===== config.mk =====
export PLATFORM = sky130hd
export DESIGN_NAME = matrix_dma_bridge
export DESIGN_NICKNAME = d
export VERILOG_FILES = /design/src/rtl/matrix_dma_bridge.sv
export SDC_FILE = /design/constraint.sdc
export NUM_CORES = 1
export LEC_CHECK = 0
export BUFFER_PORTS_ARGS = -buffer_cell sky130_fd_sc_hd__buf_2
export CAP_MARGIN = 20
export CELL_PAD_IN_SITES_DETAIL_PLACEMENT = 0
export CELL_PAD_IN_SITES_GLOBAL_PLACEMENT = 1
export CORE_MARGIN = 1.5
export CORE_UTILIZATION = 30
export CTS_CLUSTER_DIAMETER = 200
export DETAILED_ROUTE_END_ITERATION = 10
export HOLD_SLACK_MARGIN = 0.12
export MAX_ROUTING_LAYER = met4
export PLACE_DENSITY_LB_ADDON = 0.1
export SETUP_SLACK_MARGIN = 0.4
export SLEW_MARGIN = 20
export SYNTH_ARGS = -nofsm -noshare
export SYNTH_HDL_FRONTEND = slang
export SYNTH_SLANG_ARGS = --single-unit

===== constraint.sdc =====
create_clock -name clk -period 2.1 [get_ports clk]
set_clock_uncertainty 0.1 [all_clocks]
set_input_delay 0.42 -clock clk [delete_from_list [all_inputs] [get_ports clk]]
set_output_delay 0.42 -clock clk [all_outputs]
set_load 0.02 [all_outputs]

===== src/rtl/matrix_dma_bridge.sv =====
// Matrix accelerator DMA port to Wishbone classic single-transfer bridge.
// One dma_req/dma_ack word becomes one bus read or write, with timeout and error capture.
module matrix_dma_bridge #(
  parameter int unsigned TIMEOUT_CYC = 256,
  parameter logic [31:0] ERR_DATA    = 32'hDEADBEEF
) (
  input  logic        clk,
  input  logic        reset,
  input  logic        dma_req,
  input  logic        dma_we,
  input  logic [31:0] dma_addr,
  input  logic [31:0] dma_wdata,
  output logic        dma_ack,
  output logic [31:0] dma_rdata,
  output logic        m_cyc_o,
  output logic        m_stb_o,
  output logic        m_we_o,
  output logic [31:0] m_adr_o,
  output logic [31:0] m_dat_o,
  output logic [3:0]  m_sel_o,
  input  logic [31:0] m_dat_i,
  input  logic        m_ack_i,
  input  logic        m_err_i,
  input  logic        err_clr,
  output logic        err_o,
  output logic [1:0]  err_code,
  output logic [15:0] xfer_count
);

  localparam int unsigned LW = $clog2(TIMEOUT_CYC) + 1;
  localparam int unsigned CW = (LW > 9) ? LW : 9;
  localparam logic [CW-1:0] TMO_LAST = CW'(TIMEOUT_CYC - 1);

  localparam logic [1:0] S_IDLE = 2'd0;
  localparam logic [1:0] S_BUS  = 2'd1;
  localparam logic [1:0] S_RESP = 2'd2;
  localparam logic [1:0] S_GAP  = 2'd3;

  localparam logic [1:0] E_BUS = 2'b01;
  localparam logic [1:0] E_TMO = 2'b10;
  localparam logic [1:0] E_MIS = 2'b11;

  logic [1:0]    state;
  logic [CW-1:0] tcnt;
  logic          go;
  logic          bad;
  logic [1:0]    code_n;
  logic [31:0]   data_n;
  logic          misal;

  assign misal = (dma_addr[1:0] != 2'b00);

  // Response for the edge that enters RESP; m_we_o doubles as the latched direction in BUS.
  always_comb begin
    go     = 1'b0;
    bad    = 1'b0;
    code_n = E_BUS;
    data_n = '0;
    unique case (state)
      S_IDLE: begin
        if (dma_req && misal) begin
          go     = 1'b1;
          bad    = 1'b1;
          code_n = E_MIS;
          data_n = dma_we ? '0 : ERR_DATA;
        end
      end
      S_BUS: begin
        if (m_ack_i) begin
          go     = 1'b1;
          data_n = m_we_o ? '0 : m_dat_i;
        end else if (m_err_i) begin
          go     = 1'b1;
          bad    = 1'b1;
          code_n = E_BUS;
          data_n = m_we_o ? '0 : ERR_DATA;
        end else if (tcnt == TMO_LAST) begin
          go     = 1'b1;
          bad    = 1'b1;
          code_n = E_TMO;
          data_n = m_we_o ? '0 : ERR_DATA;
        end
      end
      default: ;
    endcase
  end

  always_ff @(posedge clk) begin
    if (reset) begin
      state      <= S_IDLE;
      tcnt       <= '0;
      m_cyc_o    <= 1'b0;
      m_stb_o    <= 1'b0;
      m_we_o     <= 1'b0;
      m_adr_o    <= '0;
      m_dat_o    <= '0;
      m_sel_o    <= '0;
      dma_ack    <= 1'b0;
      dma_rdata  <= '0;
      err_o      <= 1'b0;
      err_code   <= '0;
      xfer_count <= '0;
    end else begin
      dma_ack   <= go;
      dma_rdata <= data_n;
      if (go) begin
        xfer_count <= xfer_count + 16'd1;
      end
      // A failure landing with err_clr wins and reloads the code.
      if (go && bad) begin
        err_o <= 1'b1;
        if (!err_o || err_clr) begin
          err_code <= code_n;
        end
      end else if (err_clr) begin
        err_o    <= 1'b0;
        err_code <= '0;
      end
      unique case (state)
        S_IDLE: begin
          if (dma_req) begin
            if (misal) begin
              state <= S_RESP;
            end else begin
              state   <= S_BUS;
              tcnt    <= '0;
              m_cyc_o <= 1'b1;
              m_stb_o <= 1'b1;
              m_we_o  <= dma_we;
              m_adr_o <= dma_addr;
              m_dat_o <= dma_wdata;
              m_sel_o <= 4'hF;
            end
          end
        end
        S_BUS: begin
          if (go) begin
            state   <= S_RESP;
            m_cyc_o <= 1'b0;
            m_stb_o <= 1'b0;
            m_sel_o <= 4'h0;
          end else begin
            tcnt <= tcnt + 1'b1;
          end
        end
        S_RESP: state <= S_GAP;
        S_GAP:  state <= S_IDLE;
        default: state <= S_IDLE;
      endcase
    end
  end

endmodule


Word level (Yosys, flattened, before mapping) --
Cells that the tools add are included.
Word-level totals: output and inout bits 123, flip-flop bits (word level) 133, word-level logic and storage cells 78, bits of input ports 103
Cells by class: muxes and demuxes 41, bitwise operators 1, $add $sub $neg 2, equal/unequal tests 9, reduce and logical (&&, ||, !) cells 13
Operators by type and width (number):
- two-way mux 32 bit | 7
- case mux 32 bit (2 select lines) | 1
- two-way mux 9 bit | 3
- two-way mux 2 bit | 10
- case mux 9 bit (2 select lines) | 1
- adder 16 x 1 -> 16 bit (second input constant) | 1
- two-way mux 4 bit | 3
- two-way mux 1 bit | 10
- adder 9 x 1 -> 9 bit (second input constant) | 1
- == test 9 x 8 -> 1 bit (second input constant) | 1
- != test 2 bit (second input constant) | 4
- case mux 2 bit (4 select lines) | 1
- case mux 4 bit (2 select lines) | 1
- AND reduction 4 bit | 2
- case mux 1 bit (2 select lines) | 3
- nonzero test 2 bit | 3
- == test 2 bit (second input constant) | 2
- case mux 2 bit (2 select lines) | 1
- AND reduction 2 bit | 2
- AND reduction 3 bit | 1
- == test 2 x 1 -> 1 bit (second input constant) | 1
- logical AND 1 bit | 2
- logical NOT 2 bit | 1
- != test 2 x 1 -> 1 bit (second input constant) | 1
- other kinds (3) | 3

Longest topological paths before layout --
Gate-level depths: netlist (run 1).
word-level depth 8, gate-level depth with buffers 9, depth with buffers taken out 8

Least setup slack after synthesis (run 1) --
OpenSTA, ideal clock, no wires.
path type register to register, start point register tcnt[0], end point register xfer_count[15], library setup time 0.135 ns, arrival time 1.918 ns, stages on the path, launching flop included 10, slack -0.053 ns, path buffers 1, data required time 1.865 ns, period minus slack after synthesis 2.153 ns, cell sequence dfxtp_1 -> ha_1 -> nand3_1 -> nor2_1 -> ha_1 -> o31a_2 -> o2111ai_4 -> buf_6 -> o311ai_0 -> o41ai_1
On the way: longest elaborated chain between the ends 5
RTL lines:
- start: declaration | RTL line 44 | logic [CW-1:0] tcnt;
- start signal: assignment | RTL line 143 | tcnt <= tcnt + 1'b1;
- == test 9 x 8 -> 1 bit | RTL line 77 | end else if (tcnt == TMO_LAST) begin
- two-way mux 1 bit | RTL line 77
- two-way mux 1 bit | RTL line 72 | end else if (m_err_i) begin
- two-way mux 1 bit | RTL line 69 | if (m_ack_i) begin
- case mux 1 bit (2 select lines) | RTL line 59 | unique case (state)
- end signal: assignment | RTL line 107 | xfer_count <= xfer_count + 16'd1;
- end: declaration | RTL line 27 | output logic [15:0] xfer_count
Every way passes these cells. A chain may end at the register's enable or synchronous reset.

Worst setup path after layout (run 1) --
start point register tcnt[0], end point register tcnt[7]
On the way: longest elaborated chain between the ends 7, elaborated cells between the ends (all ways) 10, those cells by class add/sub (1); eq/ne (2); mux (6); reduce/logical (1)
RTL lines (RTL line):
- == test 9 x 8 -> 1 bit | 77
- two-way mux 1 bit | 77
- two-way mux 1 bit | 72
- two-way mux 1 bit | 69
- case mux 1 bit (2 select lines) | 59
- != test 2 bit (no source line)
- AND reduction 4 bit (no source line)
Several ways; a longest one is shown, not always the timed one. The select of a mux whose other input is x is not followed.

==> key figures, run 1 <==
Floorplan
  • Die Width: 134 µm
  • Top-Level Pins: 226
  • FP Rows: 47
  • Die Y-Extent: 134 µm
  • Core Box Area: 16700 µm²
  • Starting Density: 0.308
  • DIE AREA: 18000 µm²

Timing
  • Final setup violating endpoints: 0
  • Max_slew headroom: 0.650
  • Max Slew Vio Count: 0
  • Post-route setup slack: 0.0193 ns
  • Fin crit period: 2.08 ns
  • Unrepaired setup endpoints after global routing: yes
  • Final Hold Vio Count: 0
  • Worst-Margin Slew: 0.522 ns
  • Final Cycle Share: 0.991
  • Fmax: 0.481 GHz

Logic synthesis
  • EDFF count, synth: 0
  • Post-synthesis sequential area ratio: 0.501
  • Synth area leaders: dfxtp_1, a21oi_1, nand2_1
  • Synthesized Nets: 737
  • Top post-synthesis cells by count: nand2_1, dfxtp_1, a21oi_1
  • Synth warn: 0
  • Most common cell in the netlist: nand2_1
  • Syn Inst Count: 628
  • Synthesized area per cell: 8.20 µm²
  • #FFs+latches synth: 129
  • FFs w/ async S/R, synth: 0
  • Library cells used by synthesis: 54
  • Yosys top cell area share: 0.501
  • Post-synth top area cell: dfxtp_1
  • Mapped cell area: 5150 µm²
  • Post-synth top flop: dfxtp_1

Cells and area
  • Share of layout cells above drive strength 1: 0.529
  • Area growth from synthesis to layout: 68.7%
  • Final core utilization: 0.520
  • Antenna diodes: 0
  • Final instance area: 8690 µm²
  • Filler instances: 1652
  • Final non-filler cell total: 1130
  • Layout net count: 1007

Min path
  • Hold path start: dma_wdata[4]
  • Hold Path End: m_dat_o[4]$_SDFFE_PP0P_
  • Min-delay worst type: input pin to register
  • Hold Crit Depth: 3

Power
  • PD cells: 904 nW/µm²
  • Max IR drop VDD: 0.000556 V
  • Total leakage power: 3.97 nW

Setup path
  • WP data arrival: 2.33 ns
  • Flop2flop setup slack: 0.02 ns
  • Critical path's top delay family: simple AND/OR/NAND/NOR gates
  • Crit start category: register
  • CP bufs+invs: 0
  • Reg2reg end: tcnt[7]$_SDFFE_PP0P_
  • Critical path class: register to register
  • Crit Reg-Reg Startpoint: tcnt[0]$_SDFFE_PP0P_
  • Worst Path Required: 2.35 ns
  • CP endpoint kind: register
  • CP peak stage delay: 0.50 ns
  • Most frequent CP cell: ha_4
  • CP Cell Sequence: ha_4, nand3_4, nor2_4, ha_4, or4b_4, a211oi_4, a21boi_2, a21o_1
  • Critical path's slowest cell: or4b_4
  • R2R depth: 8
  • CP max FO: 5

Clocking
  • Reg clk slew, reported paths: 0.06 ns
  • Root Buffer: clkbuf_16
  • TritonCTS clock tree: done
  • H-Tree Depth: 4
  • Max clock buf depth: 2
  • CTS Buf Count: 17
  • Clock Latency Late Sink: 0.41 ns
  • Clock tree sinks: 129

Global route
  • Largest net degree at the start of global routing: 68
  • Remaining Overflow, GRT: 0
  • First-pass GRT wire length: 25200 µm
  • Total Routing Usage GR: 0.181
  • Vias in the first global route: 5072
  • Initial antenna violation count: 0

Placement
  • Post-DP HPWL: 10600 µm
  • Routability cong.: 0.758
  • Place WS: -0.0362 ns
  • Placed Area: 6670 µm²
  • Placed cell count: 1054
  • # port buffers: 225

Route
  • DRT Wirelength: 17200 µm
  • Vias/cell: 4.77
  • Final ANT Viol Nets: 0
  • TritonRoute pass-1 iters: 4
  • DRC: 0
  • Wire per inst: 15.2 µm
  • Via count: 5394
  • Iter 0 DRT Violations: 172

Flow run
  • # Max-Cap Violations: 0

Status
  • Outcome: completed
how the worst max path moves through the flow:
| stage | start | endpoint | cells past startpoint |
|---|---|---|---|
| final | tcnt[0]$_SDFFE_PP0P_ | tcnt[7]$_SDFFE_PP0P_ | 8 |
| after global routing | tcnt[3]$_SDFFE_PP0P_ | xfer_count[13]$_SDFFE_PP0P_ | 7 |
| after CTS | tcnt[1]$_SDFFE_PP0P_ | xfer_count[13]$_SDFFE_PP0P_ | 8 |
| after detailed placement | tcnt[1]$_SDFFE_PP0P_ | xfer_count[13]$_SDFFE_PP0P_ | 8 |
| after global placement | tcnt[1]$_SDFFE_PP0P_ | xfer_count[13]$_SDFFE_PP0P_ | 8 |
| after floorplan | tcnt[1]$_SDFFE_PP0P_ | xfer_count[11]$_SDFFE_PP0P_ | 9 |
worst register-to-register path, cell delays in order, from the launching register on:
cell and delay (ns):
dfxtp_4 0.35, ha_4 0.17, nand3_4 0.09, nor2_4 0.05
ha_4 0.18, or4b_4 0.50, a211oi_4 0.30, a21boi_2 0.21
a21o_1 0.09
layout make-up:
cell class	count	area (µm²)	share of cell area
repair buffers	294	1970	0.227
clock inverters	8	123	0.0141
well taps	220	275	0.0317
inverters	31	121	0.0140
clock buffers	23	508	0.0585
multi-input cells	425	3090	0.355
flip-flops and latches	129	2600	0.299
layer usage:
| metal | share of wire | up-vias | global-route usage | wire length (µm) |
|---|---|---|---|---|
| met5 | 0 | - | - | 0 |
| met4 | 0.017 | 0 | 0.0633 | 297 |
| met3 | 0.060 | 22 | 0.0484 | 1040 |
| met2 | 0.49 | 173 | 0.295 | 8460 |
| met1 | 0.43 | 2525 | 0.216 | 7430 |
| li1 | - | 2674 | - | - |
flip-flops by register name, summed over array words and instances, names as in the netlist, 2 cells and up:
register    count
state           2
dma_rdata      32
m_dat_o        32
err_code        2
xfer_count     16
tcnt            9
m_adr_o        32
logic make-up after synthesis:
family / share of synthesized area
AND/OR/NAND/NOR: 0.205
buffers and inverters: 0.0673
adder cells (fa/ha/maj): 0.0146
XOR/XNOR: 0.00680
AO/OA/AOI/OAI: 0.201
flip-flops: 0.501
multiplexers: 0.00413
placed cells by master, fill, tap and decap left out, types with 4 or more instances in the layout:
| cell type | synthesis | layout |
|---|---|---|
| buf_12 | 0 | 9 |
| o31ai_1 | 5 | 4 |
| dfxtp_2 | 0 | 5 |
| and2_1 | 9 | 9 |
| o2111ai_1 | 4 | 4 |
| or2_2 | 5 | 4 |
| buf_6 | 3 | 7 |
| inv_1 | 31 | 29 |
| nand2_2 | 1 | 15 |
| inv_4 | 0 | 4 |
| dfxtp_1 | 129 | 121 |
| buf_4 | 6 | 31 |
| or3_1 | 10 | 9 |
| nand4_1 | 4 | 4 |
| nand3_1 | 5 | 4 |
| nor2_1 | 34 | 32 |
| a21oi_1 | 107 | 39 |
| dlygate4sd3_1 | 0 | 12 |
| ha_4 | 0 | 4 |
| o21ai_0 | 38 | 32 |
| clkbuf_16 | 0 | 23 |
| a21oi_2 | 0 | 63 |
| and3_1 | 4 | 4 |
| nand2_1 | 135 | 84 |
| or4_1 | 5 | 4 |
| clkbuf_8 | 0 | 6 |
| o21ai_1 | 2 | 6 |
| nand2_4 | 0 | 37 |
| a21oi_4 | 0 | 5 |
| buf_2 | 13 | 225 |
stage by stage:
| stage | hold slack (ns) | power (mW) | TNS (ns) |
|---|---|---|---|
| finish | 0.142 | 7.85 | 0 |
| global route | 0.125 | 8.21 | -0.381 |
| CTS | 0.122 | 7.59 | 0 |
| detailed placement | 0.345 | 4.25 | -0.0362 |
| global placement | 0.339 | 4.23 | -0.0313 |
| floorplan | 0.342 | 3.74 | 0 |
where the power goes:
group,internal (mW),leakage [nW],switching (mW)
clock network,2.05,0.308,1.07
logic,0.825,2.61,1.14
registers,2.64,1.05,0.119
total,5.52,3.97,2.33
timing repair:
action                                  in CTS  in global routing
gates cloned                                 4                  9
resized for setup                           38                182
buffers inserted                            12                  8
pin swaps                                   16                 82
endpoints found under the hold margin       10                  2
endpoints found under the setup margin     128                121
hold buffers                                10                  2
(Power assumes the default switching activity.)
==> run 2, diff against run 1 <==
RECOVER_POWER = 25   (was unset)
==> run 2 against run 1 <==
Compared with the run above: clock power barely moved; cell area fell by 0.86%; sequential share of layout area rose by 0.26 points; cell count did not move; power fell by 0.36%; global-route usage did not move; register-to-register slack barely moved; fmax barely moved; sequential power barely moved; highest routed layer unchanged.
==> key figures, run 2 (synthesis results as in run 1) <==
Status
  • Outcome: completed

Timing
  • Fin crit period: 2.08 ns (-0.00141 ns)
  • Final setup violating endpoints: 0 (unchanged)
  • Final Cycle Share: 0.990 (about the same)
  • Max_slew headroom: 0.652 (+0.00182)
  • Unrepaired setup endpoints after global routing: yes
  • Worst-Margin Slew: 0.519 ns (-0.00271 ns)
  • Max Slew Vio Count: 0 (unchanged)
  • Fmax: 0.481 GHz (about the same)
  • Worst hold slack: 0.141 ns (-0.000197 ns)
  • Final Hold Vio Count: 0 (unchanged)

Global route
  • Busiest grt layer: met2
  • Vias in the first global route: 5072 (unchanged)
  • Grt met2 use: 0.295 (unchanged)
  • Met3 Use GR: 0.0484 (unchanged)
  • Remaining Overflow, GRT: 0 (unchanged)
  • Initial antenna violation count: 0 (unchanged)
  • Met1 Track Usage GR: 0.216 (unchanged)
  • First-pass GRT wire length: 25200 µm (unchanged)
  • Total Routing Usage GR: 0.181 (unchanged)
  • Largest net degree at the start of global routing: 68 (unchanged)

Floorplan
  • Die Y-Extent: 134 µm (unchanged)
  • FP Rows: 47 (unchanged)
  • Die Width: 134 µm (unchanged)
  • Top-Level Pins: 226 (unchanged)
  • DIE AREA: 18000 µm² (unchanged)
  • Starting Density: 0.308 (unchanged)
  • Core Box Area: 16700 µm² (unchanged)

Cells and area
  • Area taken by multi-input logic gates: 3090 µm² (unchanged)
  • Area growth from synthesis to layout: 67.2%
  • Final non-filler cell total: 1130 (unchanged)
  • Antenna diodes: 0 (unchanged)
  • Most frequent cells in the layout: buf_2, dfxtp_1, nand2_1, a21oi_2, clkbuf_1
  • Share of layout cells above drive strength 1: 0.463 (-0.0659)
  • Layout net count: 1007 (unchanged)
  • Filler instances: 1675 (+1.4%)
  • Biggest registers after layout: dma_rdata (32), m_adr_o (32), m_dat_o (32)
  • Most common cell after layout, fill and taps aside: buf_2
  • Area occupied by registers: 2600 µm² (unchanged)

Route
  • DRT Wirelength: 17300 µm (+0.28%)
  • DRC: 0 (unchanged)
  • Wire per inst: 15.3 µm (+0.28%)
  • Vias/cell: 4.77 (unchanged)
  • Via count: 5394 (unchanged)
  • Iter 0 DRT Violations: 180 (+4.7%)
  • Final ANT Viol Nets: 0 (unchanged)
  • TritonRoute pass-1 iters: 6 (+2)

Power
  • PD cells: 908 nW/µm² (+0.51%)
  • Max IR drop VDD: 0.000556 V (about the same)
  • Total leakage power: 3.71 nW (-6.4%)

Clocking
  • CTS Buf Count: 17 (unchanged)
  • Clock Latency Late Sink: 0.41 ns (about the same)
  • H-Tree Depth: 4 (unchanged)
  • Clock tree sinks: 129 (unchanged)
  • Root Buffer: clkbuf_16
  • Max clock buf depth: 2 (unchanged)
  • Reg clk slew, reported paths: 0.06 ns (about the same)
  • TritonCTS clock tree: done

Placement
  • Routability cong.: 0.758 (unchanged)
  • # port buffers: 225 (unchanged)
  • Placed cell count: 1054 (unchanged)
  • Post-DP HPWL: 10600 µm (unchanged)

Min path
  • Min-delay worst type: input pin to register

Setup path
  • CP Cell Sequence: ha_4, nand3_4, nor2_4, ha_4, or4b_4, a211oi_4, a21boi_2, a21o_1
  • Critical path's slowest cell: or4b_4
  • CP endpoint kind: register
  • Critical path class: register to register
  • WP data arrival: 2.33 ns (about the same)
  • Worst Path Required: 2.36 ns (about the same)
  • CP bufs+invs: 0 (unchanged)
  • Most frequent CP cell: ha_4
  • CP max FO: 5 (unchanged)
  • CP peak stage delay: 0.50 ns (about the same)
  • Critical path's top delay family: simple AND/OR/NAND/NOR gates
  • Crit start category: register

Flow run
  • # Max-Cap Violations: 0 (unchanged)
run 2: report_power, final:
group	switching [mW]	leakage [nW]	internal (mW)	total, mW
clock	1.07	0.308	2.05	3.12
combinational	1.15	2.35	0.793	1.94
sequential	0.122	1.05	2.64	2.77
run 2: layout make-up:
class,count,share of cell area
multi-input combinational,425,0.358
sequential,129,0.302
timing repair buffer,294,0.220
clock buffer,23,0.0590
tap,220,0.0320
clock inverter,8,0.0142
inverter,31,0.0141
run 2: worst paths after layout:
check / start / cells past startpoint / slack (ns) / endpoint
hold / removal: dma_wdata[4] / 3 / 0.14 / m_dat_o[4]$_SDFFE_PP0P_
setup reg to reg: tcnt[0]$_SDFFE_PP0P_ / 8 / 0.02 / tcnt[7]$_SDFFE_PP0P_
setup / recovery: tcnt[0]$_SDFFE_PP0P_ / 8 / 0.02 / tcnt[7]$_SDFFE_PP0P_
hold reg to reg: m_adr_o[7]$_SDFFE_PP0P_ / 2 / 0.35 / m_adr_o[7]$_SDFFE_PP0P_
run 2: through the flow:
stage | instance area [µm²] | util | worst slack (ns) | power, mW | setup TNS [ns]
6_report | 8610 | 0.516 | 0.0208 | 7.82 | 0
5_1_grt | 8610 | 0.516 | -0.0674 | 8.18 | -0.381
4_1_cts | 7710 | 0.462 | 0.0811 | 7.59 | 0
3_5_place_dp | 6670 | 0.399 | -0.0362 | 4.25 | -0.0362
3_3_place_gp | 6670 | 0.399 | -0.0313 | 4.23 | -0.0313
2_1_floorplan | 5240 | - | 0.142 | 3.74 | 0
run 2: metal layers:
layer	up-vias	share of wire
met5	-	0
met4	0	0.017
met3	22	0.060
met2	169	0.49
met1	2533	0.43
li1	2670	-
run 2: timing repair:
| action | in CTS | in global routing |
|---|---|---|
| gates cloned | 4 | 9 |
| setup endpoints to repair | 128 | 121 |
| pin swaps | 16 | 82 |
| resized for setup | 38 | 182 |
| endpoints found under the hold margin | 10 | 2 |
| buffers inserted | 12 | 8 |
| hold buffers | 10 | 2 |
run 2: worst min-delay path: stages:
cell and delay [ns]:
buf_2 0.10, nand2_2 0.04, a21oi_1 0.04
==> run 3, diff against run 2 <==
CORE_UTILIZATION = 31   (was 30)
CTS_BUF_LIST = sky130_fd_sc_hd__clkbuf_2   (was unset)
==> run 3 against run 2 <==
Compared with the run above: sequential power about the same; first-iteration DRC count increased by 36%; fmax increased by 0.82%; critical path depth increased by 1; setup slack improved by 0.017 ns; cell count increased by 11%; combinational power increased by 32%; non-clock buffer count increased by 130; global-route usage increased by 3.3 points; largest power group is now sequential cells; highest routed layer unchanged.
==> key figures, run 3 (synthesis results as in run 1) <==
Status
  • Outcome: completed

Placement
  • Routability cong.: 0.759 (+0.13%)
  • # port buffers: 225 (unchanged)
  • Post-DP HPWL: 10400 µm (-1.9%)
  • Placed cell count: 1054 (unchanged)
  • Placed Area: 6690 µm² (+0.38%)

Global route
  • Initial antenna violation count: 1 (+1)
  • First-pass GRT wire length: 29100 µm (+15%)
  • Largest net degree at the start of global routing: 68 (unchanged)
  • Total Routing Usage GR: 0.214 (+0.0328)
  • Vias in the first global route: 5849 (+15%)
  • Remaining Overflow, GRT: 0 (unchanged)

Timing
  • Final Cycle Share: 0.982 (-0.00803)
  • Fin crit period: 2.06 ns (-0.0169 ns)
  • TNS Setup: 0 ns (unchanged)
  • Unrepaired setup endpoints after global routing: yes
  • Max Slew Vio Count: 0 (unchanged)
  • Max_slew headroom: 0.676 (+0.0237)
  • Worst hold slack: 0.212 ns (+0.0708 ns)
  • Fmax: 0.485 GHz (+0.82%)
  • Final Hold Vio Count: 0 (unchanged)
  • Worst-Margin Slew: 0.487 ns (-0.0321 ns)
  • Final setup violating endpoints: 0 (unchanged)

Clocking
  • TritonCTS clock tree: done
  • Clock Latency Late Sink: 0.71 ns (+0.30 ns)
  • Max clock buf depth: 2 (unchanged)
  • H-Tree Depth: 4 (unchanged)
  • Reg clk slew, reported paths: 0.18 ns (+0.12 ns)
  • CTS Buf Count: 17 (unchanged)
  • Clock tree sinks: 129 (unchanged)
  • Root Buffer: clkbuf_2

Route
  • DRT Wirelength: 19900 µm (+15%)
  • Met3 Wirelength: 1070 µm (+4.4%)
  • Top Layer Used: met4
  • DRC: 0 (unchanged)
  • Vias/cell: 4.82 (+0.99%)
  • Iter 0 DRT Violations: 244 (+36%)
  • DR WL met2: 10300 µm (+22%)
  • Via count: 6055 (+12%)
  • Final ANT Viol Nets: 0 (unchanged)
  • DRT met1 WL: 8220 µm (+9.7%)
  • Wire per inst: 15.8 µm (+3.5%)
  • TritonRoute pass-1 iters: 5 (-1)

Floorplan
  • Starting Density: 0.321 (+0.0123)
  • Die Y-Extent: 132 µm (-1.6%)
  • Die Width: 132 µm (-1.6%)
  • FP Rows: 46 (-2.1%)
  • Top-Level Pins: 226 (unchanged)
  • DIE AREA: 17400 µm² (-3.2%)
  • Core Box Area: 16100 µm² (-3.9%)

Cells and area
  • Area growth from synthesis to layout: 99.7%
  • Biggest registers after layout: dma_rdata (32), m_adr_o (32), m_dat_o (32)
  • Share of layout cells above drive strength 1: 0.591 (+0.128)
  • Most frequent cells in the layout: buf_6, dfxtp_2, buf_2, dlygate4sd3_1, nand2_1
  • Final instance area: 10300 µm² (+19%)
  • Most common cell after layout, fill and taps aside: buf_6
  • Layout net count: 1135 (+13%)
  • Final non-filler cell total: 1256 (+11%)

Setup path
  • Crit Reg-Reg Startpoint: tcnt[0]$_SDFFE_PP0P_
  • Worst Path Required: 2.65 ns (+0.29 ns)
  • Flop2flop setup slack: 0.04 ns (+0.02 ns)
  • Reg2reg end: tcnt[2]$_SDFFE_PP0P_
  • Critical path class: register to register
  • CP max FO: 8 (+3)
  • WP data arrival: 2.62 ns (+0.29 ns)
  • CP endpoint kind: register
  • Crit start category: register
  • R2R depth: 9 (+1)

Min path
  • Hold path start: dma_addr[0]
  • Hold Path End: m_sel_o[2]$_SDFFE_PP0P_
  • Hold Crit Depth: 4 (+1)
  • Min-delay worst type: input pin to register

Power
  • PD cells: 667 nW/µm² (-27%)
  • Max IR drop VDD: 0.000342 V (-39%)
  • Total leakage power: 4.45 nW (+20%)
  • Pwr Total: 6.85 mW (-12%)

Flow run
  • # Max-Cap Violations: 0 (unchanged)
-- run 3: worst max-delay path: stages, from the launching register on --
cell and delay [ns]:
dfxtp_4 0.39, ha_4 0.16, nand3_4 0.08, nor2_4 0.04
ha_4 0.18, buf_4 0.14, nor3_4 0.22, a21boi_4 0.11
or4_1 0.53, nand2_1 0.07
-- run 3: worst max-delay path by stage --
stage / end / start / slack (ns)
2_1_floorplan: xfer_count[11]$_SDFFE_PP0P_ / tcnt[1]$_SDFFE_PP0P_ / 0.14
3_3_place_gp: xfer_count[13]$_SDFFE_PP0P_ / tcnt[1]$_SDFFE_PP0P_ / 0.009
3_5_place_dp: xfer_count[13]$_SDFFE_PP0P_ / tcnt[1]$_SDFFE_PP0P_ / -0.02
4_1_cts: tcnt[0]$_SDFFE_PP0P_ / tcnt[0]$_SDFFE_PP0P_ / 0.07
5_1_grt: xfer_count[11]$_SDFFE_PP0P_ / tcnt[4]$_SDFFE_PP0P_ / -0.09
6_report: tcnt[2]$_SDFFE_PP0P_ / tcnt[0]$_SDFFE_PP0P_ / 0.04
-- run 3: metal layers --
| layer | global-route usage | vias to the layer above |
|---|---|---|
| li1 | - | 2922 |
| met1 | 0.245 | 2863 |
| met2 | 0.361 | 247 |
| met3 | 0.0596 | 23 |
| met4 | 0.0685 | 0 |
| met5 | - | - |
-- run 3: what timing repair did --
action / in CTS / in global routing
setup endpoints to repair: 242 / 247
setup buffers: 38 / 20
endpoints found under the hold margin: 117 / 0
cloned: 6 / 5
pin swaps: 17 / 66
gates resized for setup: 401 / 170
hold buffers: 100 / 0
-- run 3: layout make-up --
| type | instances | area [µm²] |
|---|---|---|
| inverters | 31 | 116 |
| repair buffers | 424 | 3970 |
| multi-input cells | 423 | 2940 |
| clock inverters | 12 | 118 |
| diodes | 1 | 2.50 |
| clock buffers | 20 | 100 |
| well taps | 216 | 270 |
| flip-flops and latches | 129 | 2770 |
| fillers | 1303 | 5770 |
-- run 3: power breakdown --
part	total, mW	internal (mW)	switching [mW]
registers	2.80	2.67	0.127
clock network	1.50	0.541	0.955
logic	2.56	1.32	1.24
total	6.85	4.53	2.33
-- run 3: per-stage QoR --
stage	utilization	setup WS, ns
after floorplan	-	0.142
after global placement	0.417	0.00909
after detailed placement	0.417	-0.0176
after CTS	0.585	0.0692
after global routing	0.640	-0.0871
final	0.640	0.0376
